### src/rtl/i2c_slave.sv
// I2C responder at a fixed 7-bit address: receives written bytes, returns tx_data on reads.
// Optional I2C_SLAVE_GLITCH_FILTER_EN: 3-sample SCL/SDA deglitch (+2 clk edge latency).
module i2c_slave #(
  parameter logic [6:0] SLAVE_ADDR = 7'h3C
) (
  input  logic       clk,
  input  logic       reset,
  input  logic       scl_i,
  input  logic       sda_i,
  output logic       sda_t,
  output logic       sda_o,
  output logic [7:0] rx_data,
  output logic       rx_valid,
  output logic       tx_req,
  input  logic [7:0] tx_data,
  output logic       busy
);

  typedef enum logic [2:0] {
    IDLE, ADDR, ADDR_ACK, WR_DATA, WR_ACK, RD_DATA, RD_ACK, WAIT_STOP
  } state_t;

  logic [1:0] scl_sync, sda_sync;
  logic       scl_s, sda_s;
  logic       scl_lvl, sda_lvl;
  logic       scl_prev, sda_prev;

  always_ff @(posedge clk) begin
    if (reset) begin
      scl_sync <= 2'b11;
      sda_sync <= 2'b11;
    end else begin
      scl_sync <= {scl_sync[0], scl_i};
      sda_sync <= {sda_sync[0], sda_i};
    end
  end

  assign scl_s = scl_sync[1];
  assign sda_s = sda_sync[1];

`ifdef I2C_SLAVE_GLITCH_FILTER_EN
  logic [1:0] scl_hist, sda_hist;
  logic       scl_flt, sda_flt;

  // A new level passes once it agrees with the two previous samples.
  assign scl_lvl = (scl_hist == {2{scl_s}}) ? scl_s : scl_flt;
  assign sda_lvl = (sda_hist == {2{sda_s}}) ? sda_s : sda_flt;

  always_ff @(posedge clk) begin
    if (reset) begin
      scl_hist <= 2'b11;
      sda_hist <= 2'b11;
      scl_flt  <= 1'b1;
      sda_flt  <= 1'b1;
    end else begin
      scl_hist <= {scl_hist[0], scl_s};
      sda_hist <= {sda_hist[0], sda_s};
      scl_flt  <= scl_lvl;
      sda_flt  <= sda_lvl;
    end
  end
`else
  assign scl_lvl = scl_s;
  assign sda_lvl = sda_s;
`endif

  always_ff @(posedge clk) begin
    if (reset) begin
      scl_prev <= 1'b1;
      sda_prev <= 1'b1;
    end else begin
      scl_prev <= scl_lvl;
      sda_prev <= sda_lvl;
    end
  end

  logic scl_rise, scl_fall, start_det, stop_det;
  assign scl_rise  = scl_lvl & ~scl_prev;
  assign scl_fall  = ~scl_lvl & scl_prev;
  // Only current SCL level is required, so a coincident SCL edge still yields START.
  assign start_det = scl_lvl & sda_prev & ~sda_lvl;
  assign stop_det  = scl_lvl & ~sda_prev & sda_lvl;

  state_t     state, state_n;
  logic [3:0] bit_cnt, bit_cnt_n;
  logic [7:0] shreg, shreg_n;
  logic [6:0] tx_shreg, tx_shreg_n;
  logic [7:0] rx_data_n;
  logic       sda_t_n, rx_valid_n, busy_n, tx_req_c;

  always_ff @(posedge clk) begin
    if (reset) begin
      state    <= IDLE;
      bit_cnt  <= 4'd0;
      shreg    <= 8'd0;
      tx_shreg <= 7'd0;
      sda_t    <= 1'b1;
      rx_data  <= 8'd0;
      rx_valid <= 1'b0;
      busy     <= 1'b0;
    end else begin
      state    <= state_n;
      bit_cnt  <= bit_cnt_n;
      shreg    <= shreg_n;
      tx_shreg <= tx_shreg_n;
      sda_t    <= sda_t_n;
      rx_data  <= rx_data_n;
      rx_valid <= rx_valid_n;
      busy     <= busy_n;
    end
  end

  always_comb begin
    state_n    = state;
    bit_cnt_n  = bit_cnt;
    shreg_n    = shreg;
    tx_shreg_n = tx_shreg;
    sda_t_n    = sda_t;
    rx_data_n  = rx_data;
    rx_valid_n = 1'b0;
    busy_n     = busy;
    tx_req_c   = 1'b0;

    if (start_det) begin
      state_n   = ADDR;
      bit_cnt_n = 4'd0;
      sda_t_n   = 1'b1;
    end else if (stop_det) begin
      state_n = IDLE;
      sda_t_n = 1'b1;
      busy_n  = 1'b0;
    end else begin
      case (state)
        ADDR: begin
          if (scl_rise && bit_cnt < 4'd8) begin
            shreg_n   = {shreg[6:0], sda_lvl};
            bit_cnt_n = bit_cnt + 4'd1;
          end else if (scl_fall && bit_cnt == 4'd8) begin
            if (shreg[7:1] == SLAVE_ADDR) begin
              sda_t_n = 1'b0;
              busy_n  = 1'b1;
              state_n = ADDR_ACK;
            end else begin
              busy_n  = 1'b0;
              state_n = WAIT_STOP;
            end
          end
        end
        ADDR_ACK: begin
          if (scl_fall) begin
            bit_cnt_n = 4'd0;
            if (shreg[0]) begin
              tx_req_c   = 1'b1;
              tx_shreg_n = tx_data[6:0];
              sda_t_n    = tx_data[7];
              state_n    = RD_DATA;
            end else begin
              sda_t_n = 1'b1;
              state_n = WR_DATA;
            end
          end
        end
        WR_DATA: begin
          if (scl_rise && bit_cnt < 4'd8) begin
            shreg_n   = {shreg[6:0], sda_lvl};
            bit_cnt_n = bit_cnt + 4'd1;
            if (bit_cnt == 4'd7) begin
              rx_data_n  = {shreg[6:0], sda_lvl};
              rx_valid_n = 1'b1;
            end
          end else if (scl_fall && bit_cnt == 4'd8) begin
            sda_t_n = 1'b0;
            state_n = WR_ACK;
          end
        end
        WR_ACK: begin
          if (scl_fall) begin
            sda_t_n   = 1'b1;
            bit_cnt_n = 4'd0;
            state_n   = WR_DATA;
          end
        end
        RD_DATA: begin
          if (scl_fall) begin
            if (bit_cnt == 4'd7) begin
              sda_t_n = 1'b1;
              state_n = RD_ACK;
            end else begin
              sda_t_n    = tx_shreg[6];
              tx_shreg_n = {tx_shreg[5:0], 1'b0};
              bit_cnt_n  = bit_cnt + 4'd1;
            end
          end
        end
        RD_ACK: begin
          // bit_cnt==8 marks a master ACK already sampled on this ninth clock.
          if (scl_rise) begin
            if (sda_lvl) begin
              busy_n  = 1'b0;
              state_n = WAIT_STOP;
            end else begin
              bit_cnt_n = 4'd8;
            end
          end else if (scl_fall && bit_cnt == 4'd8) begin
            tx_req_c   = 1'b1;
            tx_shreg_n = tx_data[6:0];
            sda_t_n    = tx_data[7];
            bit_cnt_n  = 4'd0;
            state_n    = RD_DATA;
          end
        end
        default: ;
      endcase
    end
  end

  assign tx_req = tx_req_c & ~reset;
  assign sda_o  = 1'b0;

endmodule

### config.mk
export PLATFORM = sky130hd
export DESIGN_NAME = i2c_slave
export DESIGN_NICKNAME = d
export VERILOG_FILES = /design/src/rtl/i2c_slave.sv
export SDC_FILE = /design/constraint.sdc
export NUM_CORES = 1
export LEC_CHECK = 0
export ABC_AREA = 0
export BUFFER_PORTS_ARGS = -buffer_cell sky130_fd_sc_hd__buf_2
export CAP_MARGIN = 20
export CELL_PAD_IN_SITES_DETAIL_PLACEMENT = 1
export CELL_PAD_IN_SITES_GLOBAL_PLACEMENT = 1
export CORE_MARGIN = 4
export CORE_UTILIZATION = 47
export DETAILED_ROUTE_END_ITERATION = 8
export GPL_TIMING_DRIVEN = 0
export PLACE_DENSITY = 0.92
export SKIP_LAST_GASP = 1
export SLEW_MARGIN = 5
export SYNTH_ARGS = -nofsm -noshare
export SYNTH_HDL_FRONTEND = slang
export SYNTH_SLANG_ARGS = --single-unit
### constraint.sdc
create_clock -name clk -period 4.1 [get_ports clk]
set_clock_uncertainty 0.15 [all_clocks]
set_input_delay 0.615 -clock clk [delete_from_list [all_inputs] [get_ports clk]]
set_output_delay 0.615 -clock clk [all_outputs]
set_load 0.05 [all_outputs]
==> run metrics, run 1 <==
P&R area growth vs syn=12.5%; Final GP Congestion=0.985; Synth top area share=36.3%; Root Buffer=clkbuf_8; relative slew slack=60.9%; Cells after Synth=245; Final setup viols=0; fill count=540; global-route usage over all layers=22.4%; hold_sp=scl_sync[0]; Synth Area in Adders=4.07%; Top FF cell, synth=dfxtp_1; register area share after synthesis=36.3%; Setup crit start=sda_sync[1]; Hold Fails Final Rpt=0; period utilization=69.7%; Clock Sinks=39; Crit. End Element=primary output; reg2reg setup slack=1.46 ns; die area=5720 µm²; Max Fanout on Critical Path=8; core area=4380 µm²; Post-Syn Area=2150 µm²; syn avg cell area=8.78 µm²; TritonCTS clock tree=yes; initial antenna violation count=0; DR vias=1906; Routed Antenna Nets=0; layout cells sized above 1=23.2%; Seq cells post-synth=39; Routed WL=5760 µm; Worst Hold Class=reg -> reg; Clock Pin Slew Worst Setup and Hold Paths=0.08 ns; post-CTS setup buffers=0; CP top delay family=simple AND/OR/NAND/NOR gates; net count after synthesis=264; WHS Path Cells=1; most common cell in the netlist=dfxtp_1; DRC=0; Distinct cells, synth=56; Post-Synth XOR/XNOR Area=0.407%; placed standard-cell area=2330 µm²; post-synthesis compound-gate area fraction=17.4%; Worst-Skew Late Latency=0.30 ns; Die W=75.6 µm; WL/cell=17.6 µm; Fmax=350 MHz; Ys Warns=0; reg2reg end=tx_shreg[2]; WHS=0.267 ns; Die H=75.6 µm; cell at the slowest stage of the critical path=dfxtp_1; clock buffer count from CTS=5; Synth async-reset ratio=0%; Post-Layout Inst Area=2420 µm²; CP max stage delay=0.30 ns; simple-gate share of the synthesized area=27.1%; largest net degree at the start of global routing=14; Initial Utilization=49.1%; H-Tree Level Count=2; post-CTS sizing=0; worst vdd rail ir drop=0.283 mV; cells along the critical path=buf_2 -> xor2_1 -> and2_4 -> or2_2 -> clkbuf_1 -> nor3_1 -> buf_2; Cell Rows=24; top cells by instance count after synthesis=dfxtp_1 (39), nor2_1 (31), mux2i_1 (20); Top Ports=25; Remaining Overflow, GRT=0; dpl hpwl=4170 µm; Util after Layout=55.2%; EDFF count, synth=0; 1st-iter DRT viols=92; unrepaired setup endpoints after global routing=no; P per Cell Area=566 nW/µm²; WP data arrival=2.09 ns; status=finished, final reports clean; I/O Buffers=23; Worst Path Buf+Inv=3; setup TNS=0 ns; leak pwr=0.901 nW; worst slew pin tran=0.586 ns; max-slew violations=0; hold_buf cts=0; first-pass GRT wire length=9680 µm; via-per-instance ratio=5.81; Synth area leader=dfxtp_1; Worst setup SP type=flip-flop; CP Class=reg -> out; vias in the first global route=1894; Critical R2R Launch=state[0]; minimum clock period=2.86 ns; clock tree buffer depth=2; Worst path most repeated cell=buf_2; R2R cell count=9; Worst Path Required=3.34 ns; largest family of logic cells by synthesized area=simple AND/OR/NAND/NOR gates; drt first pass iters=4; Min-Delay Endpoint=scl_sync[1]; # diodes=0; post-synthesis mux area share=9.83%; Max Cap Viol=0; Synth area leaders=dfxtp_1 (36%), mux2i_1 (9.3%), nor2_1 (5.4%), ha_1 (4.1%), a21oi_1 (3.0%); nets=294
-- state kept, by name, summed over array words and instances, names as in the netlist --
| name | flops |
|---|---|
| sda_t | 1 |
| rx_valid | 1 |
| scl_prev | 1 |
| bit_cnt | 4 |
| tx_shreg | 7 |
| sda_sync | 2 |
| sda_prev | 1 |
| busy | 1 |
| scl_sync | 2 |
| rx_data | 8 |
| state | 3 |
| shreg | 8 |
-- routing by layer --
metal	share of wire, %	track usage [%]	up-vias
li1	-	-	928
met1	44	29.1	908
met2	48	36.7	54
met3	5.2	4.62	16
met4	2.9	8.54	0
met5	0	0	-
-- placed cells by master (no fill, tap or decap), types with 2 or more instances in the layout --
| master | instances |
|---|---|
| nor3_1 | 3 |
| nor2_1 | 31 |
| o32ai_1 | 3 |
| or2_2 | 8 |
| mux2i_1 | 20 |
| nand3_1 | 11 |
| a21boi_0 | 2 |
| inv_1 | 6 |
| nand3b_1 | 3 |
| clkbuf_8 | 5 |
| o21ai_0 | 8 |
| buf_2 | 30 |
| ha_1 | 7 |
| nand2_1 | 15 |
| clkinvlp_4 | 2 |
| nand4_1 | 2 |
| nor4_4 | 2 |
| nand2b_1 | 6 |
| a211oi_1 | 2 |
| o22ai_1 | 5 |
| o21a_1 | 4 |
| nor2b_1 | 5 |
| dfxtp_1 | 39 |
| a311oi_1 | 3 |
| a311oi_2 | 3 |
| a21oi_1 | 13 |
| clkbuf_1 | 6 |
-- where the power goes --
part           total, W  switching, W  internal (W)
clock          0.000267      0.000148      0.000118
combinational  0.000650      0.000401      0.000249
sequential     0.000454     0.0000349      0.000419
total           0.00137      0.000584      0.000786
-- cell families (layout without fill, tap and decap cells) --
logic type | Yosys count | in the layout
buf+inv | 22 | 53
other cells | 1 | 1
mux | 21 | 21
fa+ha+maj | 7 | 7
flops | 39 | 39
compound gates | 52 | 52
simple gates | 102 | 102
xor+xnor | 1 | 1
-- layout make-up --
cell class	count	area (µm²)	share of cell area [%]
Buffer	16	80.1	3.31
Timing Repair Buffer	23	115	4.76
Multi-Input combinational cell	184	1270	52.4
Clock inverter	3	20.0	0.827
Inverter	6	22.5	0.931
Sequential cell	39	781	32.3
Tap cell	52	65.1	2.69
Clock buffer	5	68.8	2.84
-- how the worst max path moves through the flow --
stage	to	cells after the start
3_3_place_gp	tx_shreg[2]	9
6_report	tx_req	7
4_1_cts	tx_req	7
2_1_floorplan	tx_req	6
5_1_grt	tx_req	6
3_5_place_dp	tx_shreg[2]	9
-- stage by stage --
step | std cells | total power, W | setup WS, ns
2_1_floorplan | 245 | 0.000949 | 1.07
3_3_place_gp | 320 | 0.00107 | 1.57
3_5_place_dp | 320 | 0.00109 | 1.50
4_1_cts | 328 | 0.00136 | 1.25
5_1_grt | 328 | 0.00147 | 1.14
6_report | 328 | 0.00137 | 1.24
(Power assumes the default switching activity.)
==> inputs of run 2 (changes only) <==
- CORE_UTILIZATION: 47 -> 39
- PLACE_DENSITY: 0.92 -> 0.82
- clock period: 4.1 -> 2.6 ns (I/O delays scaled with it)
==> run 2 against run 1 <==
- sequential power rose by 59%
- global-route usage fell by 4.2 points
- register-to-register slack lost 1.3 ns
- utilization shrank 7.2 points
- sequential share of layout area shrank 1.1 points
- first-iteration DRC count rose by 85%
- clock power increased by 130%
- die area up 18%
- critical path type is now reg -> reg
- largest cell class unchanged
==> run metrics, run 2 (synthesis results as in run 1) <==
status=finished, final reports clean (unchanged); WP data arrival=2.49 ns (was 2.09 ns); WHS Path Cells=2 (was 1); placed cells=338 (was 320); CP Class=reg -> reg (was reg -> out); Largest regs=rx_data (8), shreg (8), tx_shreg (7) (unchanged); clock tree buffer depth=2 (unchanged); Routed Antenna Nets=0 (unchanged); worst slew pin tran=0.536 ns (was 0.586 ns); Top Ports=25 (unchanged); Clock Sinks=39 (unchanged); P per Cell Area=939 nW/µm² (was 566 nW/µm²); leak pwr=0.936 nW (was 0.901 nW); Pwr Total=0.00236 W (was 0.00137 W); via-per-instance ratio=5.49 (was 5.81); TritonCTS clock tree=yes (unchanged); commonest non-fill, non-tap cell in the layout=dfxtp_1 (unchanged); Crit. End Element=flip-flop (was primary output); die area=6770 µm² (was 5720 µm²); layout cells sized above 1=25.8% (was 23.2%); Worst Hold Class=in -> reg (was reg -> reg); vias in the first global route=1950 (was 1894); core area=5240 µm² (was 4380 µm²); Post-Layout Inst Area=2510 µm² (was 2420 µm²); minimum clock period=2.44 ns; clock buffer count from CTS=5 (unchanged); Reg area=783 µm² (was 781 µm²); Root Buffer=clkbuf_8 (unchanged); Die H=82.3 µm (was 75.6 µm); 1st-iter DRT viols=170 (was 92); Worst Path Required=2.65 ns (was 3.34 ns); largest net degree at the start of global routing=20 (was 14); non-filler cells, final=345 (was 328); max-slew violations=0 (unchanged); Fmax=409 MHz; P&R area growth vs syn=16.8% (was 12.5%); first-pass GRT wire length=9490 µm (was 9680 µm); commonest non-fill, non-tap cells in the layout=dfxtp_1 (37), nor2_1 (31), buf_2 (29), mux2i_1 (20) (was dfxtp_1 (39), nor2_1 (31), buf_2 (30), mux2i_1 (20), nand2_1 (15)); I/O Buffers=23 (unchanged); relative slew slack=64.2% (was 60.9%); Initial Utilization=41.1% (was 49.1%); Hold Fails Final Rpt=0 (unchanged); Multi-input gate area=1280 µm² (was 1270 µm²); Max Fanout on Critical Path=8 (unchanged); R2R cell count=8 (was 9); initial antenna violation count=0 (unchanged); unrepaired setup endpoints after global routing=yes (was no); period utilization=93.9%; Cell Rows=26 (was 24); Routed WL=5460 µm (was 5760 µm); Remaining Overflow, GRT=0 (unchanged); fill count=624 (was 540); DR vias=1894 (was 1906); H-Tree Level Count=2 (unchanged); hold_buf cts=0 (unchanged); DRC=0 (unchanged); Die W=82.3 µm (was 75.6 µm); Max Cap Viol=0 (unchanged); # diodes=0 (unchanged); worst vdd rail ir drop=0.401 mV (was 0.283 mV); drt first pass iters=4 (unchanged); dpl hpwl=4060 µm (was 4170 µm); Worst setup SP type=flip-flop (unchanged); Worst-Skew Late Latency=0.30 ns (about the same); placed standard-cell area=2360 µm² (was 2330 µm²); global-route usage over all layers=18.2% (was 22.4%); nets=293 (was 294); WL/cell=15.8 µm (was 17.6 µm); Final setup viols=0 (unchanged); Clock Pin Slew Worst Setup and Hold Paths=0.09 ns (was 0.08 ns); Final GP Congestion=0.852 (was 0.985)
-- run 2: changes by cell type in the layout (fill, tap and decap cells not counted), sizes merged --
cell,before,now
clkinvlp,2,0
inv,6,7
clkbuf,11,10
bufinv,0,2
clkinv,1,0
-- run 2: layout make-up --
type | instances | share of cell area (%)
Sequential cell | 39 | 31.2
Timing Repair Buffer | 24 | 4.98
Clock buffer | 5 | 2.74
Buffer | 14 | 2.89
Multi-Input combinational cell | 184 | 51.0
Tap cell | 70 | 3.49
Clock inverter | 3 | 2.84
Inverter | 6 | 0.896
-- run 2: final timing paths --
| kind | end | slack, ns | startpoint |
|---|---|---|---|
| worst max register to register | bit_cnt[2] | 0.16 | state[1] |
| worst min-delay path | sda_sync[0] | 0.13 | sda_i |
| worst min register to register | sda_sync[1] | 0.27 | sda_sync[0] |
| worst max-delay path | bit_cnt[2] | 0.16 | state[1] |
-- run 2: timing repair --
item / 4_1_cts / 5_1_grt
resized for setup: 2 / 4
setup endpoints to repair: 5 / 23
setup buffers: 0 / 1
pin swaps: 0 / 1
-- run 2: routing by layer --
layer  share of wire (%)  global-route usage [%]
met5                   0                       0
met4                 1.3                    5.65
met3                 3.5                    3.25
met2                  48                    29.6
met1                  47                    24.4
-- run 2: per-stage QoR --
stage               hold WS, ns  util [%]  setup WS (ns)  setup TNS, ns
detailed placement        0.255      45.0        -0.0609         -0.102
floorplan                 0.239         -          0.205              0
CTS                       0.125      47.7       -0.00309       -0.00309
global route              0.119      48.0        -0.0280        -0.0346
finish                    0.129      48.0          0.157              0
global placement          0.240      45.0         0.0654              0
-- run 2: power by group --
group	leakage (nW)	total (W)	switching (W)	internal, W
logic	0.549	0.00101	0.000619	0.000393
clock network	0.0703	0.000625	0.000235	0.000390
registers	0.317	0.000722	0.0000574	0.000664
-- run 2: critical path, stage by stage, from the launching register on --
cell and delay (ns):
dfxtp_2 0.42, inv_1 0.08, ha_1 0.18, clkbuf_1 0.20
nor3b_2 0.32, o32ai_1 0.18, nor4_4 0.46, a21boi_0 0.15
o21a_1 0.20
